`src/rtl/pipe_ctrl_pkg.sv`:
```
// Shared types for the pipeline stall controller: controller state encoding
// and the architectural register-address width.
package pipe_ctrl_pkg;

  localparam int REG_ADDR_W = 5;

  typedef enum logic [1:0] {
    ST_RUN      = 2'd0,
    ST_MEM_WAIT = 2'd1,
    ST_ERROR    = 2'd2
  } state_e;

endpackage

```
`src/rtl/load_use_detector.sv`:
```
// Combinational load-use hazard compare between the load in EX and the
// source registers of the instruction in ID. x0 never creates a hazard.
module load_use_detector
  import pipe_ctrl_pkg::*;
(
  input  logic [REG_ADDR_W-1:0] id_rs1_addr_i,
  input  logic [REG_ADDR_W-1:0] id_rs2_addr_i,
  input  logic                  id_uses_rs1_i,
  input  logic                  id_uses_rs2_i,
  input  logic                  ex_mem_read_i,
  input  logic [REG_ADDR_W-1:0] ex_write_addr_reg_i,
  output logic                  hazard_o
);

  logic rs1_hit;
  logic rs2_hit;

  assign rs1_hit  = id_uses_rs1_i && (id_rs1_addr_i == ex_write_addr_reg_i);
  assign rs2_hit  = id_uses_rs2_i && (id_rs2_addr_i == ex_write_addr_reg_i);
  assign hazard_o = ex_mem_read_i && (ex_write_addr_reg_i != '0) && (rs1_hit || rs2_hit);

endmodule

```
`src/rtl/pipeline_stall_controller.sv`:
```
// Pipeline stall/flush controller: freezes the pipe on data-memory wait,
// flushes on taken branches, bubbles on load-use, and latches a timeout error.
module pipeline_stall_controller
  import pipe_ctrl_pkg::*;
#(
  parameter int MEM_TIMEOUT = 8,
  parameter int CNT_W       = 32
) (
  input  logic                  clk_i,
  input  logic                  reset_ni,
  input  logic [REG_ADDR_W-1:0] id_rs1_addr_i,
  input  logic [REG_ADDR_W-1:0] id_rs2_addr_i,
  input  logic                  id_uses_rs1_i,
  input  logic                  id_uses_rs2_i,
  input  logic                  ex_mem_read_i,
  input  logic [REG_ADDR_W-1:0] ex_write_addr_reg_i,
  input  logic                  em_pc_select_i,
  input  logic                  em_mem_read_i,
  input  logic                  em_mem_write_i,
  input  logic                  dmem_ready_i,
  output logic                  dmem_req_o,
  output logic                  pc_en_o,
  output logic                  if_id_en_o,
  output logic                  id_ex_en_o,
  output logic                  ex_mem_en_o,
  output logic                  mem_wb_en_o,
  output logic                  if_id_flush_o,
  output logic                  id_ex_flush_o,
  output logic                  ex_mem_flush_o,
  output logic                  mem_error_o,
  output logic [CNT_W-1:0]      stall_count_o,
  output logic [1:0]            state_o
);

  localparam logic [7:0] TIMEOUT_C = 8'(MEM_TIMEOUT);

  state_e           state_q, state_d;
  logic [7:0]       wait_q, wait_d;
  logic [CNT_W-1:0] stall_q, stall_d;
  logic             err_q, err_d;
  logic             hazard;
  logic             mem_busy;

  load_use_detector u_load_use_detector (
    .id_rs1_addr_i       (id_rs1_addr_i),
    .id_rs2_addr_i       (id_rs2_addr_i),
    .id_uses_rs1_i       (id_uses_rs1_i),
    .id_uses_rs2_i       (id_uses_rs2_i),
    .ex_mem_read_i       (ex_mem_read_i),
    .ex_write_addr_reg_i (ex_write_addr_reg_i),
    .hazard_o            (hazard)
  );

  assign mem_busy = em_mem_read_i | em_mem_write_i;

  // Everything is gated off while reset is held and once in ERROR.
  always_comb begin
    state_d        = state_q;
    wait_d         = wait_q;
    dmem_req_o     = 1'b0;
    pc_en_o        = 1'b0;
    if_id_en_o     = 1'b0;
    id_ex_en_o     = 1'b0;
    ex_mem_en_o    = 1'b0;
    mem_wb_en_o    = 1'b0;
    if_id_flush_o  = 1'b0;
    id_ex_flush_o  = 1'b0;
    ex_mem_flush_o = 1'b0;
    if (reset_ni && (state_q != ST_ERROR)) begin
      dmem_req_o = mem_busy;
      if (mem_busy && !dmem_ready_i) begin
        if (state_q == ST_RUN) begin
          state_d = ST_MEM_WAIT;
          wait_d  = 8'd1;
        end else if ((wait_q + 8'd1) == TIMEOUT_C) begin
          state_d = ST_ERROR;
        end else begin
          wait_d = wait_q + 8'd1;
        end
      end else begin
        state_d     = ST_RUN;
        wait_d      = '0;
        pc_en_o     = 1'b1;
        if_id_en_o  = 1'b1;
        id_ex_en_o  = 1'b1;
        ex_mem_en_o = 1'b1;
        mem_wb_en_o = 1'b1;
        if (em_pc_select_i) begin
          if_id_flush_o  = 1'b1;
          id_ex_flush_o  = 1'b1;
          ex_mem_flush_o = 1'b1;
        end else if (hazard) begin
          pc_en_o       = 1'b0;
          if_id_en_o    = 1'b0;
          id_ex_flush_o = 1'b1;
        end
      end
    end
  end

  always_comb begin
    stall_d = stall_q;
    if (!pc_en_o && (state_q != ST_ERROR) && (stall_q != '1)) begin
      stall_d = stall_q + CNT_W'(1);
    end
    err_d = err_q | (state_d == ST_ERROR);
  end

  always_ff @(posedge clk_i or negedge reset_ni) begin
    if (!reset_ni) begin
      state_q <= ST_RUN;
      wait_q  <= '0;
      stall_q <= '0;
      err_q   <= 1'b0;
    end else begin
      state_q <= state_d;
      wait_q  <= wait_d;
      stall_q <= stall_d;
      err_q   <= err_d;
    end
  end

  assign mem_error_o   = err_q;
  assign stall_count_o = stall_q;
  assign state_o       = state_q;

endmodule

```
`config.mk`:
```
export PLATFORM = sky130hd
export DESIGN_NAME = pipeline_stall_controller
export DESIGN_NICKNAME = d
export VERILOG_FILES = /design/src/rtl/pipe_ctrl_pkg.sv /design/src/rtl/load_use_detector.sv /design/src/rtl/pipeline_stall_controller.sv
export SDC_FILE = /design/constraint.sdc
export NUM_CORES = 1
export LEC_CHECK = 0
export ABC_AREA = 1
export ABC_CLOCK_PERIOD_IN_PS = 5090
export BUFFER_PORTS_ARGS = -buffer_cell sky130_fd_sc_hd__buf_2
export CORE_ASPECT_RATIO = 1.1
export CORE_MARGIN = 10
export CORE_UTILIZATION = 30
export CTS_BUF_LIST = sky130_fd_sc_hd__clkbuf_2
export CTS_CLUSTER_DIAMETER = 200
export DETAILED_ROUTE_END_ITERATION = 6
export GPL_ROUTABILITY_DRIVEN = 0
export HOLD_SLACK_MARGIN = 0.08
export SETUP_SLACK_MARGIN = 0.1
export SYNTH_ARGS = -nofsm -noshare
export SYNTH_HDL_FRONTEND = slang
export SYNTH_HIERARCHICAL = 1
export SYNTH_SLANG_ARGS = --single-unit
```
`constraint.sdc`:
```
create_clock -name clk_i -period 5.09 [get_ports clk_i]
set_clock_uncertainty 0.15 [all_clocks]
set_input_delay 1.018 -clock clk_i [delete_from_list [all_inputs] [get_ports clk_i]]
set_output_delay 1.018 -clock clk_i [all_outputs]
set_load 0.05 [all_outputs]
```
## Word-level counts from Yosys, hierarchy flattened

Index checks and enable logic that the tools add are counted.

| operators by class | value |
|---|---|
| add/subtract/negate cells | 2 |
| equal/unequal tests | 7 |
| multiplexer cells | 21 |
| bitwise operators | 2 |
| reductions and logical operators | 14 |

Operators by type and width:

| kind | number |
|---|---|
| $add 32x1->32 const B | 1 |
| $ne 32x32->1 const B | 1 |
| $mux 8 | 3 |
| $mux 1 | 14 |
| $eq 5x5->1 | 2 |
| $add 8x1->8 const B | 1 |
| $eq 8x4->1 const B | 1 |
| $logic_and 1x1->1 | 8 |
| $mux 2 | 4 |
| $reduce_bool 5->1 | 1 |
| $ne 3x3->1 const B | 1 |
| $eq 2x2->1 const B | 1 |
| $logic_not 1->1 | 2 |
| $logic_not 2->1 | 1 |
| $ne 2x2->1 const B | 1 |
| $or 1x1->1 | 2 |
| $reduce_and 2->1 | 1 |
| $logic_or 1x1->1 | 1 |

| storage, ports and cells | value |
|---|---|
| bits in registers | 43 |
| input port bits | 24 |
| output and inout port bits | 44 |
| word-level logic and storage cells | 50 |

## Logic depth before layout (Yosys ltp)

Gate-level depths: netlist (run 1).

| depth | value |
|---|---|
| depth after elaboration | 11 |
| mapped depth | 14 |
| gate-level depth less buffers | 14 |

## Cells and area by module

Netlist (run 1), hierarchy kept.

By module, submodules not included:

| module | instances | cells an instance | area each (µm²) | sequential area each (µm²) |
|---|---|---|---|---|
| pipeline_stall_controller | 1 | 346 | 2605.0 | 1076.0 |
| load_use_detector | 1 | 55 | 216.5 | 0.0 |

## Least setup slack after synthesis (run 1)

No wires, ideal clock.

| path | value |
|---|---|
| kind | in2out |
| start point | input port em_mem_write_i |
| end point | output port if_id_flush_o |
| arrival time | 2.356 ns |
| required time | 3.922 ns |
| path slack | 1.566 ns |
| stages | 5 |
| buffers on the path | 1 |
| path through | nor2_1 or2_2 nand2_2 nor2_1 buf_4 |

| on the way | value |
|---|---|
| cells in the longest elaborated chain, start to end | 4 |

RTL lines:

| element | RTL line | RTL |
|---|---|---|
| start: declaration | pipeline_stall_controller.sv:19 | `input logic em_mem_write_i,` |
| $or 1x1->1 | pipeline_stall_controller.sv:54 | `assign mem_busy = em_mem_read_i \| em_mem_write_i;` |
| $logic_and 1x1->1 | pipeline_stall_controller.sv:71 | `if (mem_busy && !dmem_ready_i) begin` |
| $mux 1 (2 in a row) | n/a |  |
| end: declaration | pipeline_stall_controller.sv:27 | `output logic if_id_flush_o,` |

Every way passes these cells.

## Worst setup path after layout (run 1)

| path | value |
|---|---|
| start point | input port ex_write_addr_reg_i[2] |
| end point | output port id_ex_flush_o |

| on the way | value |
|---|---|
| cells in the longest elaborated chain, start to end | 8 |
| elaborated cells between the ends (all ways) | 12 |
| classes of those cells | eq/ne (2); mux (4); reduce/logical (6) |

RTL lines:

| element | RTL line | RTL |
|---|---|---|
| start: declaration | pipeline_stall_controller.sv:16 | `input logic [REG_ADDR_W-1:0] ex_write_addr_reg_i,` |
| $eq 5x5->1, on equally long branches | load_use_detector.sv:18, load_use_detector.sv:19 |  |
| $logic_and 1x1->1, on equally long branches | load_use_detector.sv:18, load_use_detector.sv:19 |  |
| $logic_or 1x1->1 | load_use_detector.sv:20 | `assign hazard_o = ex_mem_read_i && (ex_write_addr_reg_i != '0) && (rs1_hit \|\| rs2_hit);` |
| $logic_and 1x1->1 * | load_use_detector.sv:20 |  |
| via hazard | pipeline_stall_controller.sv:41 | `logic hazard;` |
| $mux 1 * | pipeline_stall_controller.sv:92 | `end else if (hazard) begin` |
| $mux 1 * | pipeline_stall_controller.sv:88 | `if (em_pc_select_i) begin` |
| $mux 1 * | pipeline_stall_controller.sv:71 |  |
| $mux 1 * | pipeline_stall_controller.sv:69 | `if (reset_ni && (state_q != ST_ERROR)) begin` |
| end: declaration | pipeline_stall_controller.sv:28 | `output logic id_ex_flush_o,` |

Mark *: on every way through the listed nets, which the timed path passes. The rest lies on a longest branch.

==> metrics.md, run 1 <==
| Metric | Value |
|---|---|
| Maximum clock insertion buffer count | `2` |
| Worst reg-to-reg setup slack | `2.63 ns` |
| Slew Limit Fails | `0` |
| Register clock-pin slew on the reported worst setup and hold paths | `0.20 ns` |
| Critical Path End | `id_ex_flush_o` |
| Post-DP HPWL | `5920 µm` |
| Count of different cell masters after synthesis | `30` |
| CTS tree | `yes` |
| Syn Inst Count | `401` |
| Antenna Nets Post-Route | `0` |
| Ys Warns | `6` |
| Normalized max-slew margin | `0.621` |
| Post-CTS Setup Bufs | `0` |
| CP required | `3.92 ns` |
| # port buffers | `67` |
| Fin crit share | `0.641` |
| Final hold slack | `0.351 ns` |
| Reg2reg path depth | `11` |
| Syn Area/Cell | `7.04 µm²` |
| F_max | `307 MHz` |
| Largest cells by area after synthesis | `dfrtp_1 (38%), nand2_1 (17%), nor2_1 (6.4%)` |
| Sequential share of the synthesized area | `0.381` |
| 1st-pass router iterations | `4` |
| CTS root buffer | `clkbuf_2` |
| Vias in the first global route | `2713` |
| Vias per cell | `4.60` |
| Crit-path max FO | `3` |
| Max-Cap Viols | `0` |
| Worst setup EP type | `primary output` |
| Largest net degree at the start of global routing | `46` |
| Hold Crit Class | `reg -> reg` |
| Post-synth top area cell | `dfrtp_1` |
| First-pass GRT wire length | `12500 µm` |
| Share of layout cells above drive strength 1 | `0.211` |
| Leak pwr | `0.00171 µW` |
| DIE HEIGHT | `122 µm` |
| Via count | `2702` |
| Global route overflow | `0` |
| Critical path startpoint | `ex_write_addr_reg_i[2]` |
| Area of the core | `0.00926 mm²` |
| Mapped Nets | `427` |
| Die Span X | `112 µm` |
| Cts hold-fix bufs | `0` |
| Worst r2r dst | `stall_count_o[8]` |
| Layout Nets | `494` |
| Die ar. | `0.0137 mm²` |
| Hold depth | `2` |
| Status | `finished clean` |
| WL per Instance | `12.4 µm` |
| Starting Density | `0.305` |
| Post_cts resized | `0` |
| Worst slew pin tran | `0.568 ns` |
| Clk_lat worst skew | `0.40 ns` |
| Crit path arrival time | `2.09 ns` |
| Setup_tns | `0 ns` |
| Layout Utilization | `0.356` |
| Endpoints failing setup | `0` |
| H-tree levels | `2` |
| Final wirelength | `7300 µm` |
| Tmin final | `3.26 ns` |
| RSZ-0062 raised after global routing | `false` |
| CP Class | `in -> out` |
| Initial DRC count | `140` |
| Mapped cell area | `0.00282 mm²` |
| I/O pins | `68` |
| Total design power | `888 µW` |
| Post-route DRC | `0` |
| Overall routing resource usage | `0.108` |
| CTS Buf Count | `5` |
| Post-synth top area share | `0.381` |
| Initial antenna violation count | `1` |
| Final Hold Fails | `0` |
| CP Launch Type | `input pin` |
| Synthesized flop and latch total | `43` |
| CTS sink count | `43` |
| PwrDens | `270 mW/mm²` |
| R2R Path Start | `stall_count_o[20]` |
| Synthesis-to-finish area growth | `16.7%` |
| Num rows | `37` |
| VDD IR max | `117 µV` |
-- worst min path at each step --
stage | startpoint | endpoint | slack, ns
after global placement | mem_error_o | mem_error_o | 0.31
after detailed placement | mem_error_o | mem_error_o | 0.31
final | mem_error_o | mem_error_o | 0.35
after floorplan | wait_q[1] | wait_q[1] | 0.36
after global routing | mem_error_o | mem_error_o | 0.41
after CTS | mem_error_o | mem_error_o | 0.36
-- placed cells by master (no fill, tap or decap) --
| master | count |
|---|---|
| and2_1 | 2 |
| xnor2_1 | 7 |
| nor2_4 | 4 |
| or2_2 | 2 |
| diode_2 | 1 |
| clkbuf_2 | 6 |
| o21ai_0 | 13 |
| o21a_1 | 1 |
| nor3_1 | 13 |
| o21ai_1 | 1 |
| xor2_1 | 19 |
| buf_2 | 67 |
| a21oi_1 | 3 |
| nand2_1 | 126 |
| nor2_1 | 48 |
| inv_1 | 45 |
| buf_4 | 1 |
| ha_1 | 2 |
| nand3b_1 | 1 |
| inv_2 | 5 |
| nand4_1 | 16 |
| dfrtp_1 | 43 |
| nor3b_1 | 1 |
| a21oi_2 | 1 |
| nand3_2 | 1 |
| clkinv_1 | 2 |
| o22ai_1 | 4 |
| nor3_2 | 3 |
| nand2_2 | 5 |
| o21bai_1 | 2 |
| nand3_1 | 21 |
| nor2_2 | 4 |
-- Yosys cell counts (all sizes together) --
cell type  number
nand3          22
nand4          16
nor3           16
inv            50
o21ai          14
nor3b           1
o21a            1
ha              2
nand2         131
and2            2
xnor2           7
dfrtp          43
a21oi           4
xor2           19
buf             8
o22ai           4
or2             2
nand3b          1
o21bai          2
nor2           56
-- per-stage QoR --
step                instances  instance area (µm²)  setup slack, ns
global placement          578                 3250             1.83
CTS                       586                 3290             1.81
detailed placement        578                 3250             1.75
global route              587                 3290             1.67
finish                    587                 3290             1.83
floorplan                 401                 2820             1.57
-- worst max-delay path: stages --
cell and delay [ns]:
buf_2 0.10, inv_1 0.07, nand2_1 0.06, nand2_1 0.06, nor2_1 0.08, nand3_1 0.07, a21oi_1 0.23, o21a_1 0.15
buf_2 0.26
-- final cells by class --
| cell class | count | area (µm²) |
|---|---|---|
| clock inverter | 2 | 7.51 |
| multi-input combinational | 300 | 1500 |
| inverter | 50 | 188 |
| sequential | 43 | 1080 |
| antenna | 1 | 2.50 |
| timing repair buffer | 68 | 343 |
| tap | 117 | 146 |
| clock buffer | 6 | 30.0 |
| fill | 995 | 5970 |
-- where the power goes --
group / total, µW / internal (µW) / switching [µW]
registers: 427 / 378 / 49.1
logic: 317 / 77.1 / 240
clock network: 143 / 33.1 / 110
-- state kept, by name, indices dropped and copies added (netlist names) --
register and flops:
mem_error_o 1, stall_count_o 32, wait_q 8, state_o 2
-- cells by family (layout without fill, tap and decap cells) --
kind of cell,Yosys count,after routing,synth area share
simple gates,247,247,0.392
buf+inv,58,126,0.0874
flops,43,43,0.381
xor+xnor,26,26,0.0807
compound gates,25,25,0.0501
fa+ha+maj,2,2,0.00887
other cells,0,1,0
-- layer usage --
metal,wire [µm],vias up,track usage
li1,-,1402,-
met1,3080,1215,0.124
met2,3640,74,0.184
met3,423,11,0.0310
met4,154,0,0.0444
met5,0,-,0
Power figures use the tool's default switching activity.
==> run 2: changes to the inputs <==
--- a/config.mk
+++ b/config.mk
@@ -5,8 +5,8 @@
 export SDC_FILE = /design/constraint.sdc
 export NUM_CORES = 1
 export LEC_CHECK = 0
-export ABC_AREA = 1
-export ABC_CLOCK_PERIOD_IN_PS = 5090
+export ABC_AREA = 0
+export ABC_CLOCK_PERIOD_IN_PS = 3110
 export BUFFER_PORTS_ARGS = -buffer_cell sky130_fd_sc_hd__buf_2
 export CORE_ASPECT_RATIO = 1.1
 export CORE_MARGIN = 10
==> constraint.sdc (replaced) <==
create_clock -name clk_i -period 3.11 [get_ports clk_i]
set_clock_uncertainty 0.15 [all_clocks]
set_input_delay 0.622 -clock clk_i [delete_from_list [all_inputs] [get_ports clk_i]]
set_output_delay 0.622 -clock clk_i [all_outputs]
set_load 0.05 [all_outputs]
==> run 2 against run 1 <==
  * Combinational power is 38% higher
  * Total power is 53% higher
  * Die area fell by 9.3%
  * Largest power group unchanged
  * Register-to-register slack worse by 1.8 ns
  * Largest cell class unchanged
  * First-iteration DRC count is 27% lower
  * Synthesized area shrank 11%
  * Via count decreased by 24%
  * Sequential cell count unchanged
==> metrics.md, run 2 <==
| Metric | Value |
|---|---|
| Reg2reg path depth | `6` |
| Initial antenna violation count | `0` |
| Largest net degree at the start of global routing | `26` |
| CTS sink count | `43` |
| First-pass GRT wire length | `10800 µm` |
| I/O pins | `68` |
| Post-synth ARST share | `1.00` |
| CTS Buf Count | `5` |
| CP required | `2.34 ns` |
| Die ar. | `0.0124 mm²` |
| WL per Instance | `14.8 µm` |
| Post_cts resized | `0` |
| Setup_tns | `0 ns` |
| Status | `finished clean` |
| Worst setup EP type | `primary output` |
| Hold_sp | `stall_count_o[27]` |
| Multiplexer share of the synthesized area | `0.0170` |
| Via count | `2047` |
| Dpl cells | `411` |
| Slew Limit Fails | `0` |
| Global route overflow | `0` |
| Layout Utilization | `0.374` |
| Die Span X | `107 µm` |
| Commonest cells post-synth | `dfrtp_1 (43), xnor2_1 (22), nand2_1 (17)` |
| Most common cell in the netlist | `dfrtp_1` |
| Mapped Nets | `266` |
| Syn Inst Count | `240` |
| Area fraction in compound gates after synthesis | `0.0849` |
| Largest cells by area after synthesis | `dfrtp_1 (43%), xnor2_1 (7.7%), xor2_1 (4.9%)` |
| Count of different cell masters after synthesis | `53` |
| CTS root buffer | `clkbuf_2` |
| Mapped cell area | `0.00251 mm²` |
| Worst r2r dst | `stall_count_o[30]` |
| Final WS setup | `0.254 ns` |
| Tmin final | `2.86 ns` |
| CP most frequent cell | `buf_2` |
| Cts hold-fix bufs | `1` |
| Most used DFF post-synth | `dfrtp_1` |
| Ys Warns | `6` |
| Sequential share of the synthesized area | `0.429` |
| Synth Area in Simple Gates | `0.285` |
| R2R Path Start | `stall_count_o[0]` |
| 1st-pass router iterations | `4` |
| Clk_lat worst skew | `0.41 ns` |
| RSZ-0062 raised after global routing | `false` |
| Slowest CP cell | `or4_1` |
| VDD IR max | `480 µV` |
| Vias per cell | `4.87` |
| Post-CTS Setup Bufs | `0` |
| Final non-filler cell total | `420` |
| Overall routing resource usage | `0.105` |
| Synthesized flop and latch total | `43` |
| Maximum clock insertion buffer count | `2` |
| Layout Nets | `337` |
| CP Launch Type | `input pin` |
| Dpl ws | `0.130 ns` |
| Area of the core | `0.00804 mm²` |
| Max reg flops | `32` |
| Buf/Inv on CP | `2` |
| Fin crit share | `0.918` |
| Syn Area/Cell | `10.4 µm²` |
| Worst Hold Endpoint | `stall_count_o[27]` |
| CP Class | `in -> out` |
| F_max | `350 MHz` |
| Synth Area in Adders | `0.00999` |
| Final Hold Fails | `0` |
| Register clock-pin slew on the reported worst setup and hold paths | `0.20 ns` |
| CTS tree | `yes` |
| Num rows | `34` |
| DIE HEIGHT | `116 µm` |
| XOR/XNOR share of the synthesized area | `0.139` |
| Normalized max-slew margin | `0.671` |
| Hold depth | `1` |
| # port buffers | `67` |
| Share of layout cells above drive strength 1 | `0.346` |
| Antenna Nets Post-Route | `0` |
| Post-DP HPWL | `4910 µm` |
| Post-route DRC | `0` |
| Post-synth EDFFs | `0` |
| Top Family by Delay on Critical Path | `simple AND/OR/NAND/NOR gates` |
| Leak pwr | `0.00150 µW` |
| Worst slew pin tran | `0.490 ns` |
| Most frequent cells in the layout | `buf_2 (67), dfrtp_1 (43), xnor2_1 (22)` |
| Hold Crit Class | `reg -> reg` |
| Initial DRC count | `102` |
| Max-Cap Viols | `0` |
| CP cell instances | `buf_2, or4_1, o21ai_1, a21oi_1, and2b_2, nor3_4, buf_2` |
| Worst reg-to-reg setup slack | `0.80 ns` |
| Largest stage delay on the critical path | `0.51 ns` |
| Main combinational cell family by area after synthesis | `simple AND/OR/NAND/NOR gates` |
| Starting Density | `0.312` |
| Post-synth top area share | `0.429` |
| Post-synth top area cell | `dfrtp_1` |
| PwrDens | `452 mW/mm²` |
| H-tree levels | `2` |
| Vias in the first global route | `2144` |
| Endpoints failing setup | `0` |
| Antenna diodes | `0` |
| Crit-path max FO | `3` |
| Most common cell after layout, fill and taps aside | `buf_2` |
| Crit path arrival time | `2.08 ns` |
| Final wirelength | `6230 µm` |
| Synthesis-to-finish area growth | `20.1%` |
-- run 2: cell types whose count changed after synthesis, moves of 5 or more --
| cell | before | now |
|---|---|---|
| nand4_1 | 16 | 11 |
| nand2_1 | 126 | 17 |
| and3_1 | 0 | 7 |
| inv_2 | 5 | 0 |
| inv_1 | 45 | 4 |
| nand3_1 | 21 | 16 |
| nand2_2 | 5 | 0 |
| nor2_1 | 48 | 14 |
| xor2_1 | 19 | 14 |
| xnor2_1 | 7 | 22 |
-- run 2: how the worst max path moves through the flow --
stage | from | endpoint | cells past startpoint | slack, ns
after floorplan | ex_write_addr_reg_i[0] | pc_en_o | 6 | 0.09
after global placement | ex_write_addr_reg_i[0] | stall_count_o[25] | 10 | 0.24
after detailed placement | ex_write_addr_reg_i[0] | stall_count_o[30] | 10 | 0.13
after CTS | reset_ni | if_id_flush_o | 6 | 0.24
after global routing | reset_ni | if_id_flush_o | 6 | 0.12
final | ex_write_addr_reg_i[0] | if_id_en_o | 7 | 0.25
-- run 2: layout make-up --
| cell class | count | area (µm²) |
|---|---|---|
| fillers | 851 | 5030 |
| multi-input cells | 184 | 1360 |
| flip-flops and latches | 43 | 1080 |
| repair buffers | 73 | 383 |
| well taps | 108 | 135 |
| clock buffers | 6 | 30.0 |
| inverters | 4 | 15.0 |
| clock inverters | 2 | 7.51 |
-- run 2: per-stage QoR --
step | power, µW | area, µm² | hold WS, ns
finish | 1360 | 3010 | 0.363
floorplan | 1010 | 2530 | 0.176
detailed placement | 1140 | 2960 | 0.337
global route | 1440 | 3010 | 0.377
global placement | 1130 | 2960 | 0.325
CTS | 1380 | 3010 | 0.362
-- run 2: kinds of logic after synthesis --
| family | count (synthesis) |
|---|---|
| xor gates and xnor gates | 38 |
| buffers and inverters | 13 |
| and+or+nand+nor | 109 |
| muxes | 4 |
| DFF | 43 |
| adders and majority gates | 2 |
| AOI/OAI and AO/OA | 31 |
-- run 2: routing by layer --
metal | vias to the layer above | GRT usage | routed length, µm
met5 | - | 0 | 0
met4 | 0 | 0.0226 | 54
met3 | 7 | 0.0283 | 237
met2 | 34 | 0.180 | 3190
met1 | 989 | 0.129 | 2740
li1 | 1017 | - | -
-- run 2: where the power goes --
| group | internal (µW) | switching [µW] |
|---|---|---|
| clock | 54.1 | 183 |
| sequential | 609 | 77.2 |
| combinational | 129 | 307 |
| total | 793 | 567 |
==> run 3: changes to the inputs <==
--- a/config.mk
+++ b/config.mk
@@ -16,6 +16,7 @@
 export DETAILED_ROUTE_END_ITERATION = 6
 export GPL_ROUTABILITY_DRIVEN = 0
 export HOLD_SLACK_MARGIN = 0.08
+export REMOVE_ABC_BUFFERS = 1
 export SETUP_SLACK_MARGIN = 0.1
 export SYNTH_ARGS = -nofsm -noshare
 export SYNTH_HDL_FRONTEND = slang
==> run 3 against run 2 <==
  * Count of clock-buffer cells in the layout down 1
  * Total power rose by 5.9%
  * Highest routed layer unchanged
  * Maximum frequency decreased by 2.6%
  * Routed wire length fell by 3.2%
  * Largest power group unchanged
  * Combinational power fell by 2%
  * Clock power increased by 37%
  * Design area fell by 0.21%
  * First-iteration DRC count shrank 29%
  * Largest cell class unchanged
  * Core utilization is 0.078 points lower
  * Sequential share of layout area rose by 0.075 points
  * Register-to-register slack lost 0.09 ns
  * Via count down 0.29%
==> metrics.md, run 3 (same netlist as run 2, synthesis figures left out) <==
| Metric | Value |
|---|---|
| VDD IR max | `229 µV` |
| CTS tree | `yes` |
| Critical path startpoint | `ex_write_addr_reg_i[0]` |
| Max reg flops | `32` |
| Share of layout cells above drive strength 1 | `0.342` |
| Starting Density | `0.312` |
| Normalized max-slew margin | `0.600` |
| CP cell instances | `buf_2, or4_1, o21ai_1, a21oi_1, and2b_2, nor3_1, buf_2` |
| Reg2reg path depth | `7` |
| Vias in the first global route | `2145` |
| Initial DRC count | `72` |
| Synthesis-to-finish area growth | `19.8%` |
| CP Class | `in -> out` |
| Overall routing resource usage | `0.0976` |
| Final wirelength | `6020 µm` |
| Largest stage delay on the critical path | `0.51 ns` |
| Final WS setup | `0.179 ns` |
| Register clock-pin slew on the reported worst setup and hold paths | `0.24 ns` |
| Post_cts resized | `0` |
| Num rows | `34` |
| PwrDens | `480 mW/mm²` |
| Post-route DRC | `0` |
| Clk_lat worst skew | `0.40 ns` |
| CP required | `2.34 ns` |
| Via count | `2041` |
| Initial antenna violation count | `0` |
| Vias per cell | `4.88` |
| Worst r2r dst | `stall_count_o[1]` |
| Die ar. | `0.0124 mm²` |
| Slowest CP cell | `or4_1` |
| Area of the core | `0.00804 mm²` |
| Most frequent cells in the layout | `buf_2 (67), dfrtp_1 (43), xnor2_1 (22)` |
| R2R Path Start | `stall_count_o[0]` |
| Final Hold Fails | `0` |
| Tmin final | `2.93 ns` |
| Die Span X | `107 µm` |
| Dpl ws | `0.120 ns` |
| CTS Buf Count | `5` |
| 1st-pass router iterations | `4` |
| WL per Instance | `14.4 µm` |
| Top Family by Delay on Critical Path | `simple AND/OR/NAND/NOR gates` |
| F_max | `341 MHz` |
| Final hold slack | `0.208 ns` |
| Layout Nets | `335` |
| Total design power | `1440 µW` |
| CP most frequent cell | `buf_2` |
| Antenna Nets Post-Route | `0` |
| Slew Limit Fails | `0` |
| Maximum clock insertion buffer count | `2` |
| Post-CTS Setup Bufs | `0` |
| CTS root buffer | `clkbuf_2` |
| Leak pwr | `0.00150 µW` |
| Worst reg-to-reg setup slack | `0.71 ns` |
| Most common cell after layout, fill and taps aside | `buf_2` |
| Antenna diodes | `0` |
| Crit path arrival time | `2.16 ns` |
| Max-Cap Viols | `0` |
| Crit-path max FO | `3` |
| Largest net degree at the start of global routing | `49` |
| First-pass GRT wire length | `10000 µm` |
| Post-DP HPWL | `4700 µm` |
| Endpoints failing setup | `0` |
| Hold Crit Class | `in -> async` |
| CP Launch Type | `input pin` |
| I/O pins | `68` |
| Worst slew pin tran | `0.600 ns` |
| Status | `finished clean` |
| CTS sink count | `43` |
| Buf/Inv on CP | `2` |
| WP depth | `7` |
| # port buffers | `67` |
| Critical Path End | `pc_en_o` |
| DIE HEIGHT | `116 µm` |
| Cts hold-fix bufs | `0` |
| Worst setup EP type | `primary output` |
| Global route overflow | `0` |
| RSZ-0062 raised after global routing | `true` |
| Fin crit share | `0.943` |
| Layout Utilization | `0.373` |
| H-tree levels | `2` |
-- run 3: changes by cell type in the layout (fill, tap and decap cells not counted), sizes merged --
cell,delta
buf,-1
bufinv,+1
clkbuf,-1
dlygate4sd3,-1
-- run 3: area by class of cell --
class	instances	area, µm²
inverter	4	15.0
timing repair buffer	71	365
fill	801	5040
tap	108	135
clock buffer	5	25.0
sequential	43	1080
multi-input combinational	184	1340
clock inverter	3	43.8
-- run 3: through the flow --
stage	cells	area [µm²]	TNS [ns]
2_1_floorplan	231	2430	-9.06
3_3_place_gp	410	2930	0
5_1_grt	418	3000	0
6_report	418	3000	0
3_5_place_dp	410	2930	0
4_1_cts	418	3000	0
-- run 3: worst min-delay path by stage --
stage                start     endpoint
2_1_floorplan     reset_ni  mem_error_o
3_3_place_gp   mem_error_o  mem_error_o
3_5_place_dp   mem_error_o  mem_error_o
4_1_cts           reset_ni    wait_q[3]
5_1_grt           reset_ni    wait_q[3]
6_report          reset_ni    wait_q[3]
-- run 3: metal layers --
layer / wire length, µm / global-route usage / vias to the layer above
met5: 0 / 0 / -
met1: 2730 / 0.113 / 972
met2: 2730 / 0.160 / 58
met3: 527 / 0.0455 / 4
li1: - / - / 1007
met4: 38 / 0.0244 / 0
-- run 3: report_power, final --
group          total (µW)  leakage, µW  switching, µW  internal [µW]
sequential            685     0.000580           75.8            609
clock                 325    0.0000429            189            136
combinational         430     0.000875            304            125
total                1440      0.00150            569            871
